`src/rtl/hyperram_arbiter.sv`:
```
// hyperram_arbiter: round-robin arbiter sharing the HyperRAM controller's s0 port
// between a CPU master (m0) and a DMA master (m1). Each transaction is serialised,
// address/data are held for the whole burst, and the read/write strobes are separated
// by an idle gap so the controller's edge detector sees a clean rising edge.
// Optional feature: define ARB_TIMEOUT_EN to add a read-abort timeout and the
// sticky timeout_err output.

module hyperram_arbiter #(
    parameter int ADDR_W         = 32,
    parameter int DATA_W         = 32,
    parameter int WR_DONE_CYCLES = 24,
    parameter int GAP_CYCLES     = 3,
    parameter int RD_TIMEOUT     = 255
) (
    input  logic              clk,
    input  logic              rst,

    input  logic [ADDR_W-1:0] m0_address,
    input  logic              m0_read,
    input  logic              m0_write,
    input  logic [DATA_W-1:0] m0_writedata,
    output logic              m0_waitrequest,
    output logic [DATA_W-1:0] m0_readdata,
    output logic              m0_readdatavalid,

    input  logic [ADDR_W-1:0] m1_address,
    input  logic              m1_read,
    input  logic              m1_write,
    input  logic [DATA_W-1:0] m1_writedata,
    output logic              m1_waitrequest,
    output logic [DATA_W-1:0] m1_readdata,
    output logic              m1_readdatavalid,

    output logic [ADDR_W-1:0] s_address,
    output logic              s_read,
    output logic              s_write,
    output logic [DATA_W-1:0] s_writedata,
    input  logic [DATA_W-1:0] s_readdata,
    input  logic              s_readdatavalid,

    output logic              grant,
`ifdef ARB_TIMEOUT_EN
    output logic              timeout_err,
`endif
    output logic              busy
);

    // Counter widths follow the cycle counts they measure; terminal value is count-1.
    localparam int WR_CNT_W  = (WR_DONE_CYCLES > 1) ? $clog2(WR_DONE_CYCLES) : 1;
    localparam int GAP_CNT_W = (GAP_CYCLES > 1) ? $clog2(GAP_CYCLES) : 1;
    localparam logic [WR_CNT_W-1:0]  WR_LAST  = WR_CNT_W'(WR_DONE_CYCLES - 1);
    localparam logic [GAP_CNT_W-1:0] GAP_LAST = GAP_CNT_W'(GAP_CYCLES - 1);
`ifdef ARB_TIMEOUT_EN
    localparam int RD_CNT_W = (RD_TIMEOUT > 1) ? $clog2(RD_TIMEOUT) : 1;
    localparam logic [RD_CNT_W-1:0] RD_LAST      = RD_CNT_W'(RD_TIMEOUT - 1);
    localparam logic [DATA_W-1:0]   TIMEOUT_DATA = DATA_W'(32'hDEAD_BEEF);
`endif

    // Zero-length phases would make the terminal counts meaningless.
    if (WR_DONE_CYCLES < 1 || GAP_CYCLES < 1 || RD_TIMEOUT < 1) begin : gParamCheck
        $error("hyperram_arbiter: WR_DONE_CYCLES, GAP_CYCLES and RD_TIMEOUT must be >= 1");
    end

    typedef enum logic [1:0] {
        IDLE,
        RD,
        WR,
        GAP
    } state_t;

    state_t              state_q, state_d;
    logic [WR_CNT_W-1:0] wrCnt_q, wrCnt_d;
    logic [GAP_CNT_W-1:0] gapCnt_q, gapCnt_d;
    logic [ADDR_W-1:0]   sAddress_q, sAddress_d;
    logic [DATA_W-1:0]   sWritedata_q, sWritedata_d;
    logic                sRead_q, sRead_d;
    logic                sWrite_q, sWrite_d;
    logic                grant_q, grant_d;
    logic                m0Wait_q, m0Wait_d;
    logic                m1Wait_q, m1Wait_d;
    logic [DATA_W-1:0]   m0Rdata_q, m0Rdata_d;
    logic [DATA_W-1:0]   m1Rdata_q, m1Rdata_d;
    logic                m0Rdv_q, m0Rdv_d;
    logic                m1Rdv_q, m1Rdv_d;
`ifdef ARB_TIMEOUT_EN
    logic [RD_CNT_W-1:0] rdCnt_q, rdCnt_d;
    logic                timeoutErr_q, timeoutErr_d;
`endif

    logic m0Pending;
    logic m1Pending;
    logic selM1;
    logic selRead;

    // With both pending, the master that did not own the last transaction wins;
    // a simultaneous read+write is served as a read.
    assign m0Pending = m0_read | m0_write;
    assign m1Pending = m1_read | m1_write;
    assign selM1     = (m0Pending && m1Pending) ? ~grant_q : m1Pending;
    assign selRead   = selM1 ? m1_read : m0_read;

    // Next-state and registered-output logic; strobes default to idle each cycle.
    always_comb begin
        state_d      = state_q;
        wrCnt_d      = wrCnt_q;
        gapCnt_d     = gapCnt_q;
        sAddress_d   = sAddress_q;
        sWritedata_d = sWritedata_q;
        sRead_d      = sRead_q;
        sWrite_d     = sWrite_q;
        grant_d      = grant_q;
        m0Wait_d     = 1'b1;
        m1Wait_d     = 1'b1;
        m0Rdata_d    = m0Rdata_q;
        m1Rdata_d    = m1Rdata_q;
        m0Rdv_d      = 1'b0;
        m1Rdv_d      = 1'b0;
`ifdef ARB_TIMEOUT_EN
        rdCnt_d      = rdCnt_q;
        timeoutErr_d = timeoutErr_q;
`endif

        case (state_q)
            IDLE: begin
                if (m0Pending || m1Pending) begin
                    grant_d      = selM1;
                    sAddress_d   = selM1 ? m1_address : m0_address;
                    sWritedata_d = selM1 ? m1_writedata : m0_writedata;
                    if (selM1) begin
                        m1Wait_d = 1'b0;
                    end else begin
                        m0Wait_d = 1'b0;
                    end
                    if (selRead) begin
                        sRead_d = 1'b1;
                        state_d = RD;
`ifdef ARB_TIMEOUT_EN
                        rdCnt_d = '0;
`endif
                    end else begin
                        sWrite_d = 1'b1;
                        wrCnt_d  = '0;
                        state_d  = WR;
                    end
                end
            end

            RD: begin
                if (s_readdatavalid) begin
                    if (grant_q) begin
                        m1Rdata_d = s_readdata;
                        m1Rdv_d   = 1'b1;
                    end else begin
                        m0Rdata_d = s_readdata;
                        m0Rdv_d   = 1'b1;
                    end
                    sRead_d  = 1'b0;
                    gapCnt_d = '0;
                    state_d  = GAP;
                end
`ifdef ARB_TIMEOUT_EN
                else if (rdCnt_q == RD_LAST) begin
                    if (grant_q) begin
                        m1Rdata_d = TIMEOUT_DATA;
                        m1Rdv_d   = 1'b1;
                    end else begin
                        m0Rdata_d = TIMEOUT_DATA;
                        m0Rdv_d   = 1'b1;
                    end
                    timeoutErr_d = 1'b1;
                    sRead_d      = 1'b0;
                    gapCnt_d     = '0;
                    state_d      = GAP;
                end else begin
                    rdCnt_d = rdCnt_q + RD_CNT_W'(1);
                end
`endif
            end

            WR: begin
                if (wrCnt_q == WR_LAST) begin
                    sWrite_d = 1'b0;
                    gapCnt_d = '0;
                    state_d  = GAP;
                end else begin
                    wrCnt_d = wrCnt_q + WR_CNT_W'(1);
                end
            end

            GAP: begin
                if (gapCnt_q == GAP_LAST) begin
                    state_d = IDLE;
                end else begin
                    gapCnt_d = gapCnt_q + GAP_CNT_W'(1);
                end
            end

            default: begin
                state_d = IDLE;
            end
        endcase
    end

    // State and output registers; reset parks everything idle with m0 favoured.
    always_ff @(posedge clk or negedge rst) begin
        if (!rst) begin
            state_q      <= IDLE;
            wrCnt_q      <= '0;
            gapCnt_q     <= '0;
            sAddress_q   <= '0;
            sWritedata_q <= '0;
            sRead_q      <= 1'b0;
            sWrite_q     <= 1'b0;
            grant_q      <= 1'b1;
            m0Wait_q     <= 1'b1;
            m1Wait_q     <= 1'b1;
            m0Rdata_q    <= '0;
            m1Rdata_q    <= '0;
            m0Rdv_q      <= 1'b0;
            m1Rdv_q      <= 1'b0;
`ifdef ARB_TIMEOUT_EN
            rdCnt_q      <= '0;
            timeoutErr_q <= 1'b0;
`endif
        end else begin
            state_q      <= state_d;
            wrCnt_q      <= wrCnt_d;
            gapCnt_q     <= gapCnt_d;
            sAddress_q   <= sAddress_d;
            sWritedata_q <= sWritedata_d;
            sRead_q      <= sRead_d;
            sWrite_q     <= sWrite_d;
            grant_q      <= grant_d;
            m0Wait_q     <= m0Wait_d;
            m1Wait_q     <= m1Wait_d;
            m0Rdata_q    <= m0Rdata_d;
            m1Rdata_q    <= m1Rdata_d;
            m0Rdv_q      <= m0Rdv_d;
            m1Rdv_q      <= m1Rdv_d;
`ifdef ARB_TIMEOUT_EN
            rdCnt_q      <= rdCnt_d;
            timeoutErr_q <= timeoutErr_d;
`endif
        end
    end

    assign m0_waitrequest   = m0Wait_q;
    assign m1_waitrequest   = m1Wait_q;
    assign m0_readdata      = m0Rdata_q;
    assign m1_readdata      = m1Rdata_q;
    assign m0_readdatavalid = m0Rdv_q;
    assign m1_readdatavalid = m1Rdv_q;
    assign s_address        = sAddress_q;
    assign s_writedata      = sWritedata_q;
    assign s_read           = sRead_q;
    assign s_write          = sWrite_q;
    assign grant            = grant_q;
    assign busy             = (state_q != IDLE);
`ifdef ARB_TIMEOUT_EN
    assign timeout_err      = timeoutErr_q;
`endif

endmodule
```
`config.mk`:
```
export PLATFORM = sky130hd
export DESIGN_NAME = hyperram_arbiter
export DESIGN_NICKNAME = d
export VERILOG_FILES = /design/src/rtl/hyperram_arbiter.sv
export SDC_FILE = /design/constraint.sdc
export NUM_CORES = 1
export LEC_CHECK = 0
export ABC_AREA = 1
export BUFFER_PORTS_ARGS = -buffer_cell sky130_fd_sc_hd__buf_2
export CAP_MARGIN = 20
export CORE_UTILIZATION = 46
export CTS_CLUSTER_SIZE = 12
export DETAILED_ROUTE_END_ITERATION = 10
export GPL_TIMING_DRIVEN = 1
export PLACE_DENSITY_LB_ADDON = 0.1
export REMOVE_ABC_BUFFERS = 1
export SLEW_MARGIN = 10
export SYNTH_ARGS = -nofsm -noshare
export SYNTH_HDL_FRONTEND = slang
export SYNTH_SLANG_ARGS = --single-unit
```
`constraint.sdc`:
```
create_clock -name clk -period 2 [get_ports clk]
set_input_delay 0.4 -clock clk [delete_from_list [all_inputs] [get_ports clk]]
set_output_delay 0.4 -clock clk [all_outputs]
set_load 0.02 [all_outputs]
```
======== Word-level counts from Yosys, hierarchy flattened ========
Index checks and enable logic that the tools add are counted.
operators by class
  muxes and demuxes ....................... 38
  bitwise operators ....................... 3
  eq/ne operators ......................... 13
  reduce and logical (&&, ||, !) cells .... 15
  add/sub/neg operators ................... 2
operator list
  operator               number
  $mux W32               2
  $mux W1                20
  $reduce_and A4 Y1      5
  $mux W2                8
  $ne A2 B2 Y1 const B   8
  $mux W5                3
  $pmux W5 S2            1
  $pmux W2 S4            1
  $eq A2 B2 Y1 const B   3
  $pmux W2 S3            1
  $reduce_and A3 Y1      2
  $reduce_bool A2 Y1     3
  $add A5 B1 Y5 const B  1
  $eq A5 B5 Y1 const B   1
  $pmux W1 S2            2
  $reduce_bool A3 Y1     1
  $add A2 B1 Y2 const B  1
  $eq A2 B1 Y1 const B   1
  $logic_not A2 Y1       1
  $or A1 B1 Y1           2
  $reduce_and A2 Y1      1
  $logic_and A1 B1 Y1    1
  $logic_or A1 B1 Y1     1
  $not A1 Y1             1
word-level totals
  bits in registers ....................... 144
  input bits .............................. 167
  logic and storage cells ................. 85
  output and inout port bits .............. 136

======== Depth between registers and ports, before layout ========
Gate-level depths: netlist of the first run.
  depth in word-level cells ............... 7
  mapped depth ............................ 10
  gate-level depth less buffers ........... 9

======== Worst setup path after synthesis of the first run ========
OpenSTA, ideal clock, no wires.
  path kind ............................... register -> register
  start point ............................. reg state_q[0]
  end point ............................... reg wrCnt_q[4]
  slack ................................... 408 ps
  required time ........................... 1882 ps
  library setup time ...................... 118 ps
  stages on the path, launching flop included .. 9
  data arrival time ....................... 1474 ps
  clock period less this slack ............ 1592 ps
  buffers on the path ..................... 1
  path through ............................ dfrtp_1 inv_1 ha_1 buf_2 inv_1 o21ai_1 nand3_2 nand2_1 nand2_1
between the ends
  cells in the longest elaborated chain, start to end .. 3
  elaborated cells between the ends (all ways) .. 8
  classes of those cells .................. eq/ne: 4; mux: 1; reduce/logical: 3
RTL lines
  element                                                       RTL line  text
  start, declared                                               71        state_t state_q, state_d;
  start signal, assigned                                        226       state_q <= state_d;
  $eq A2 B2 Y1 or $logic_not A2 Y1 (tied branches)              123       case (state_q)
  $ne A2 B2 Y1 (no line) or $reduce_bool A2 Y1 (tied branches)  -
  $reduce_and A4 Y1 (no line)                                   -
  end signal, assigned                                          227       wrCnt_q <= wrCnt_d;
  end, declared                                                 72        logic [WR_CNT_W-1:0] wrCnt_q, wrCnt_d;
Several ways; a longest one is shown, not always the timed one.
A chain may end at the register's enable or synchronous reset.

======== Final worst setup path of the first run ========
  start point ............................. reg state_q[0]
  end point ............................... out busy
between the ends
  cells in the longest elaborated chain, start to end .. 1
RTL lines
  element             RTL line  text
  $reduce_bool A2 Y1  258       assign busy = (state_q != IDLE);
  end, declared       45        output logic busy
Every way passes these cells.

==> flow_summary.ini, run 1 <==
[synthesis]
postSynthAreaPerCell_um2 = 8.73
synthCells = 709
yosys.area.top_type = dfrtp_1
netlist_top_cells_area = dfrtp_1 (57%), nand2_1 (12%), a21oi_1 (8.0%)
ys_warn_count = 0
yosysSeqAreaShare_pct = 58.3
mappedNetlistArea_um2 = 6190
synth_top_area_share_pct = 57.0
ys_types = 27
synth_seq_cells = 144

[timing]
setup_viol = 0
hold_viol = 0
fin_crit_sh_pct = 93.8
fmax_ghz = 0.533
slew_viol_final = 0
clock_skew_ns = 0.00638
max_slew.worst_pin.slew_ns = 0.524
max-slew-margin-rel_pct = 65.1
rsz0062_at_grt = no
min_period_ns = 1.88

[detailed_routing]
dr.pass1.iters = 5
dr_wl_met2_mm = 9.04
routed.top_layer = met5
viasPerCell = 4.93
wl_met3_mm = 1.10
wl_per_cell_um = 15.2
drc_errors = 0
antenna_left = 0
wl_mm = 18.1
drt_iter0_drc = 435
wl_met1_mm = 7.51
vias = 5902

[setup_path]
crit_path_top_delay_cell = dfrtp_1
slowest_delay_ns = 0.39
arrival_ns = 1.48
rrSetupSlack_ns = 0.28
worst_ep_required_time_ns = 1.60
worstSetupEndpointType = output port
cp-start-kind = register
cp_num_buf_inv = 3
worstPathMaxFanout = 7
worstSetupPathDepth = 4
critPathCapture = busy
rr_worst_depth = 8
cp_top_family = buffers and inverters
crit_start = state_q[0]
rr_startpoint = state_q[1]
crit_chain = inv_1 -> ha_4 -> inv_1 -> buf_2
crit_type = register to output port
cpMostUsedCell = inv_1
timing.rr.end = m0_readdata[21]

[run_status]
status = finished clean

[placed_design]
gp_congestion = 0.832
port_buffers = 302
dp_hpwl_mm = 12.9
dpl.cell_count = 1164
post_dp_cell_area_um2 = 7920

[finish]
final_util_pct = 64.5
area_growth_pct = 37.5
antennaDiodeCount = 0
fin_cells = 1196
nFillCells = 1189
postLayoutCellArea_um2 = 8510
nets = 1182
final_layout_size_suffix_gt1_share_pct = 35.6

[run]
drv_cap = 0

[global_routing]
grt_max_degree = 65
grt.overflow.total = 0
track_usage_pct = 27.2
grt_pass1_wl_mm = 29.5
antenna_found_initial = 1
first_global_vias = 5807

[clock_network]
cts_made_buffers = 17
path_clk_slew_ns = 0.06
cts_tree = yes
clk_latency_ns = 0.41
cts_root_buffer = clkbuf_16
clock_path_buffers = 2
cts_sinks = 144
htreeDepth = 4

[min_path]
min_path_type = input pin to register
min_delay_path_depth = 3

[power]
powerDensity_nw_per_um2 = 1710
leakagePower_uw = 0.00459
p_total_uw = 14600
peakVddDrop_v = 0.000746

[floorplanning]
num_rows = 42
num_io_pins = 303
initial_core_util_pct = 46.9
die_w_um = 118
dieArea_um2 = 13900
die_h_um = 118
core_area_um2 = 13200
## cells in the final DEF (no fill, tap or decap), types with 8 or more instances in the layout
cell type	instances
a21oi_1	99
buf_12	8
buf_2	301
clkbuf_16	17
dfrtp_1	141
inv_1	54
nand2_1	190
nand3_1	24
nor2_1	58
o21ai_0	53
o21ai_1	18
## synthesized netlist by cell type
cell,number
nand2_1,190
dfstp_2,3
nor3_2,2
o21ai_0,53
inv_2,5
nor2_1,58
buf_4,7
nand2_2,1
or2_2,1
buf_6,4
nand3_1,24
a21boi_0,2
o21ai_2,1
ha_1,7
inv_1,54
a21oi_1,99
o21ai_1,18
nor2_4,2
nand3_2,2
nand2_4,1
dfrtp_1,141
o21bai_1,1
nor3_1,1
nand4_1,5
buf_2,11
clkbuf_1,15
nand3b_1,1
## logic make-up after synthesis
kind of cell             count (synthesis)  synth area share, %
flip-flops                             144                 58.3
AO/OA/AOI/OAI                          174                 14.3
adder cells (fa/ha/maj)                  7                 1.42
AND/OR/NAND/NOR                        288                 19.1
buffers and inverters                   96                 6.95
## where the power goes
group / internal [uW] / switching, uW
Sequential: 4280 / 686
Combinational: 2210 / 4390
Clock: 1850 / 1160
Total: 8340 / 6230
## layout make-up
| type | instances | area (um^2) | area share [%] |
|---|---|---|---|
| Sequential cell | 144 | 3610 | 42.4 |
| Multi-Input combinational cell | 469 | 2160 | 25.4 |
| Timing Repair Buffer | 317 | 1730 | 20.4 |
| Clock buffer | 21 | 450 | 5.29 |
| Inverter | 59 | 221 | 2.60 |
| Tap cell | 176 | 220 | 2.59 |
| Clock inverter | 10 | 114 | 1.34 |
## registers in the layout, indices dropped and copies added (netlist names)
signal / count
m0_readdata: 32
m1_readdata: 32
s_address: 32
s_writedata: 32
wrCnt_q: 5
gapCnt_q: 2
state_q: 2
grant: 1
m0_readdatavalid: 1
m0_waitrequest: 1
m1_readdatavalid: 1
m1_waitrequest: 1
s_read: 1
s_write: 1
## per-layer routing
metal  global-route usage [%]  vias to the layer above
met4                     11.1                        2
li1                         -                     2887
met2                     46.3                      220
met5                        0                        -
met1                     33.3                     2765
met3                     6.30                       28
## metrics by stage
step           hold slack [ns]  setup slack, ns  TNS [ns]
2_1_floorplan            0.104           -0.229    -11.20
3_3_place_gp             0.394            0.346         0
3_5_place_dp             0.389            0.307         0
4_1_cts                  0.173           0.0625         0
5_1_grt                  0.179           0.0339         0
6_report                 0.189            0.124         0
## worst min-delay path by stage
stage                   start         endpoint  slack (ns)
2_1_floorplan             rst      gapCnt_q[0]        0.10
3_3_place_gp              rst  m0_readdata[12]        0.39
3_5_place_dp              rst  m0_readdata[12]        0.39
4_1_cts        m0_address[15]    s_address[15]        0.17
5_1_grt        m0_address[20]    s_address[20]        0.18
6_report       m0_address[15]    s_address[15]        0.19
## tightest hold or removal path: cells and delay by family
family / cells / cell delay, ns
AND/OR/NAND/NOR: 2 / 0.09
buffers and inverters: 1 / 0.07
## timing repair
action | in CTS | in global routing
setup endpoints to repair | 1 | 1
hold buffers | 1 | 0
hold endpoints to repair | 47 | 0
gates resized for setup | 1 | 1
buffers inserted | 0 | 0
pin swaps | 0 | 0
(Power assumes the default switching activity.)
==> run 2, diff against run 1 <==
- SETUP_SLACK_MARGIN: unset -> 0.15
==> flow_summary.ini, run 2 (synthesized netlist as in run 1, its figures left out) <==
[run_status]
status = finished clean

[detailed_routing]
antenna_left = 0
drc_errors = 0
wl_mm = 18.2
dr.pass1.iters = 5
wl_per_cell_um = 15.2
vias = 5883
viasPerCell = 4.91
drt_iter0_drc = 464

[timing]
hold_viol = 0
slew_viol_final = 0
holdWs_ns = 0.191
max_slew.worst_pin.slew_ns = 0.520
fin_crit_sh_pct = 88.2
rsz0062_at_grt = no
fin_ws_ns = 0.237
max-slew-margin-rel_pct = 65.4
min_period_ns = 1.76
clock_skew_ns = 0.00582
fmax_ghz = 0.567
setup_tns_ns = 0
setup_viol = 0

[clock_network]
cts_sinks = 144
path_clk_slew_ns = 0.06
clk_latency_ns = 0.41
cts_root_buffer = clkbuf_16
clock_path_buffers = 2
cts_made_buffers = 17
htreeDepth = 4
cts_tree = yes

[placed_design]
dpl.cell_count = 1164
dp_hpwl_mm = 12.9
gp_congestion = 0.832
post_dp_cell_area_um2 = 7920
port_buffers = 302
pre_cts_ws_ns = 0.307

[floorplanning]
die_w_um = 118
dieArea_um2 = 13900
num_rows = 42
core_area_um2 = 13200
num_io_pins = 303
initial_core_util_pct = 46.9
die_h_um = 118

[global_routing]
grt.overflow.total = 0
track_usage_pct = 27.3
first_global_vias = 5822
grt_pass1_wl_mm = 29.6
grt_max_degree = 65
antenna_found_initial = 1

[setup_path]
arrival_ns = 1.36
crit_chain = inv_2 -> ha_4 -> inv_2 -> buf_4
rr_worst_depth = 8
worst_ep_required_time_ns = 1.60
crit_type = register to output port
worstSetupEndpointType = output port
slowest_delay_ns = 0.41
crit_path_top_delay_cell = dfrtp_1
cpMostUsedCell = inv_2
worstPathMaxFanout = 7
cp-start-kind = register

[finish]
multiInputGateArea_um2 = 2160
nets = 1184
area_growth_pct = 37.8
postLayoutCellArea_um2 = 8530
fin_cells = 1198
antennaDiodeCount = 0
regArea_um2 = 3610
final_common_cell = buf_2
final_cell_mix = buf_2 (300), nand2_1 (190), dfrtp_1 (141), a21oi_1 (99), nor2_1 (58)
nFillCells = 1186
final_layout_size_suffix_gt1_share_pct = 36.0

[power]
leakagePower_uw = 0.00460
powerDensity_nw_per_um2 = 1710
peakVddDrop_v = 0.000826

[min_path]
min_delay_path_depth = 3
min_path_type = input pin to register

[run]
drv_cap = 0
-- run 2: changes by cell type in the layout (fill, tap and decap cells not counted) --
cell   delta
inv_2     +3
inv_1     -3
buf_4     +3
buf_2     -1
-- run 2: per-stage QoR --
stage | utilization (%) | total power, uW
2_1_floorplan | - | 8940
6_report | 64.6 | 14600
3_3_place_gp | 60.1 | 11400
5_1_grt | 64.6 | 15600
4_1_cts | 64.5 | 14700
3_5_place_dp | 60.1 | 11600
-- run 2: worst paths after layout --
kind / start / end / slack [ns]
min reg2reg: m1_readdata[14] / m1_readdata[14] / 0.48
max reg2reg: state_q[0] / wrCnt_q[1] / 0.32
max: state_q[1] / busy / 0.24
min: m0_address[15] / s_address[15] / 0.19
max in group asynchronous: rst / s_address[31] / 0.77
min in group asynchronous: rst / s_address[1] / 0.56
-- run 2: per-layer routing --
layer  vias to the layer above  routed length [um]  track usage [%]
li1                       2892                   -                -
met1                      2745                7600             33.3
met2                       220                9130             46.5
met3                        24                1040             6.25
met4                         2                 384             11.1
met5                         -                  14                0
-- run 2: final cells by class --
| type | instances | area share [%] |
|---|---|---|
| repair buffers | 319 | 20.5 |
| well taps | 176 | 2.58 |
| clock inverters | 10 | 1.34 |
| flip-flops and latches | 144 | 42.3 |
| clock buffers | 21 | 5.28 |
| multi-input cells | 469 | 25.4 |
| inverters | 59 | 2.60 |
-- run 2: what timing repair did --
item / 4_1_cts / 5_1_grt
hold buffers: 1 / 0
endpoints found under the setup margin: 1 / 1
endpoints found under the hold margin: 47 / 0
buffers inserted: 0 / 2
resized for setup: 4 / 2
-- run 2: power breakdown --
group	switching [uW]	total, uW	leakage (uW)	internal (uW)
Combinational	4400	6640	0.00260	2240
Clock	1150	3010	0.000265	1850
Sequential	687	4970	0.00174	4280
-- run 2: critical path, delay by kind of cell, from the launching register on --
kind	cells	cell delay, ns
buffers and inverters	3	0.35
flip-flops	1	0.41
adder cells (fa/ha/maj)	1	0.20
==> run 3, diff against run 2 <==
- CORE_UTILIZATION: 46 -> 42
- MAX_ROUTING_LAYER: unset -> met4
- clock period: 2 -> 1.6 ns (I/O delays scaled with it)
==> flow_summary.ini, run 3 (synthesized netlist as in run 1, its figures left out) <==
[run_status]
status = finished with violations
violations = negative setup slack

[finish]
final_cell_mix = buf_2 (299), nand2_1 (179), dfrtp_1 (141), a21oi_1 (70), nor2_1 (50)
nFillCells = 1153
multiInputGateArea_um2 = 2530
final_layout_size_suffix_gt1_share_pct = 45.6
antennaDiodeCount = 0
regArea_um2 = 3610
area_growth_pct = 58.2
final_util_pct = 69.2
nets = 1237
final_common_cell = buf_2
fin_cells = 1256

[setup_path]
worstSetupEndpointType = register
arrival_ns = 1.97
cp-start-kind = register
worst_ep_required_time_ns = 1.91
crit_type = register to register
worstPathMaxFanout = 3

[timing]
rsz0062_at_grt = yes
min_period_ns = 1.66
max-slew-margin-rel_pct = 72.1
setup_viol = 3
holdWs_ns = 0.0960
max_slew.worst_pin.slew_ns = 0.418
fin_ws_ns = -0.0579
hold_viol = 0
clock_skew_ns = 0.00552
slew_viol_final = 0
fmax_ghz = 0.603
fin_crit_sh_pct = 104

[clock_network]
cts_sinks = 144
clock_path_buffers = 2
cts_made_buffers = 17
cts_root_buffer = clkbuf_16
cts_tree = yes
clk_latency_ns = 0.43
path_clk_slew_ns = 0.06
htreeDepth = 4

[global_routing]
grt.overflow.total = 0
track_usage_pct = 26.3
grt_pass1_wl_mm = 29.3
first_global_vias = 5839
grt_max_degree = 65
antenna_found_initial = 0

[placed_design]
dpl.cell_count = 1184
port_buffers = 302
dp_hpwl_mm = 13.4
gp_congestion = 0.826
pre_cts_ws_ns = -0.0414

[power]
p_total_uw = 21300
peakVddDrop_v = 0.00114
leakagePower_uw = 0.00513
powerDensity_nw_per_um2 = 2180

[floorplanning]
dieArea_um2 = 15200
die_h_um = 123
initial_core_util_pct = 43.7
num_io_pins = 303
core_area_um2 = 14100
num_rows = 43
die_w_um = 123

[detailed_routing]
viasPerCell = 5.08
drc_errors = 0
dr.pass1.iters = 4
wl_mm = 22.0
antenna_left = 0
drt_iter0_drc = 362
wl_per_cell_um = 17.5
vias = 6379

[run]
drv_cap = 0

[min_path]
min_path_type = input pin to register
==> run 3: cell type report <==
type | instances | share of cell area [%]
clock buffer | 24 | 5.12
clock inverter | 8 | 1.52
inverter | 59 | 2.47
multi-input combinational | 469 | 25.8
sequential | 144 | 36.8
tap | 180 | 2.30
timing repair buffer | 372 | 25.9
==> run 3: per-stage QoR <==
stage	TNS, ns	instance area (um^2)
finish	-0.110	9790
global route	-1.06	9790
floorplan	-37.24	5980
detailed placement	-0.517	8100
CTS	0	9090
global placement	-0.0868	8100
==> run 3: report_power, final <==
group / switching [uW] / internal [uW]
Combinational: 6500 / 4240
Sequential: 889 / 5350
Clock: 1550 / 2820
==> run 3: worst paths after layout <==
| kind | slack (ns) | start | to | cells after the start |
|---|---|---|---|---|
| worst min-delay path | 0.1 | m0_address[23] | s_address[23] | 3 |
| worst max-delay path | -0.06 | state_q[0] | state_q[1] | 8 |
| max in group asynchronous | 0.63 | rst | m0_readdata[18] | 3 |
| worst min register to register | 0.48 | m0_readdata[5] | m0_readdata[5] | 2 |
| min in group asynchronous | 0.38 | rst | m0_readdata[19] | 2 |
| worst max register to register | -0.06 | state_q[0] | state_q[1] | 8 |
==> run 3: what timing repair did <==
action,4_1_cts,5_1_grt
buffers inserted,13,11
gates cloned,3,12
hold buffers,1,0
pin swaps,4,14
endpoints found under the hold margin,31,0
setup endpoints to repair,144,143
resized for setup,34,102
==> run 3: worst max-delay path: stages (launching register included) <==
cell and delay (ns):
dfrtp_1 0.41, buf_4 0.16, ha_4 0.16, buf_4 0.14, nand2_2 0.07, o21ai_0 0.07, nand3b_1 0.24, nor2_2 0.20
a21boi_1 0.08
==> run 3: per-layer routing <==
metal / up-vias / wire, um / global-route usage, % / part of all wire [%]
li1: 3008 / - / - / -
met1: 3067 / 8790 / 29.8 / 40
met2: 257 / 11100 / 44.9 / 51
met3: 47 / 1420 / 5.86 / 6.4
met4: 0 / 673 / 10.5 / 3.1
met5: - / 0 / - / 0
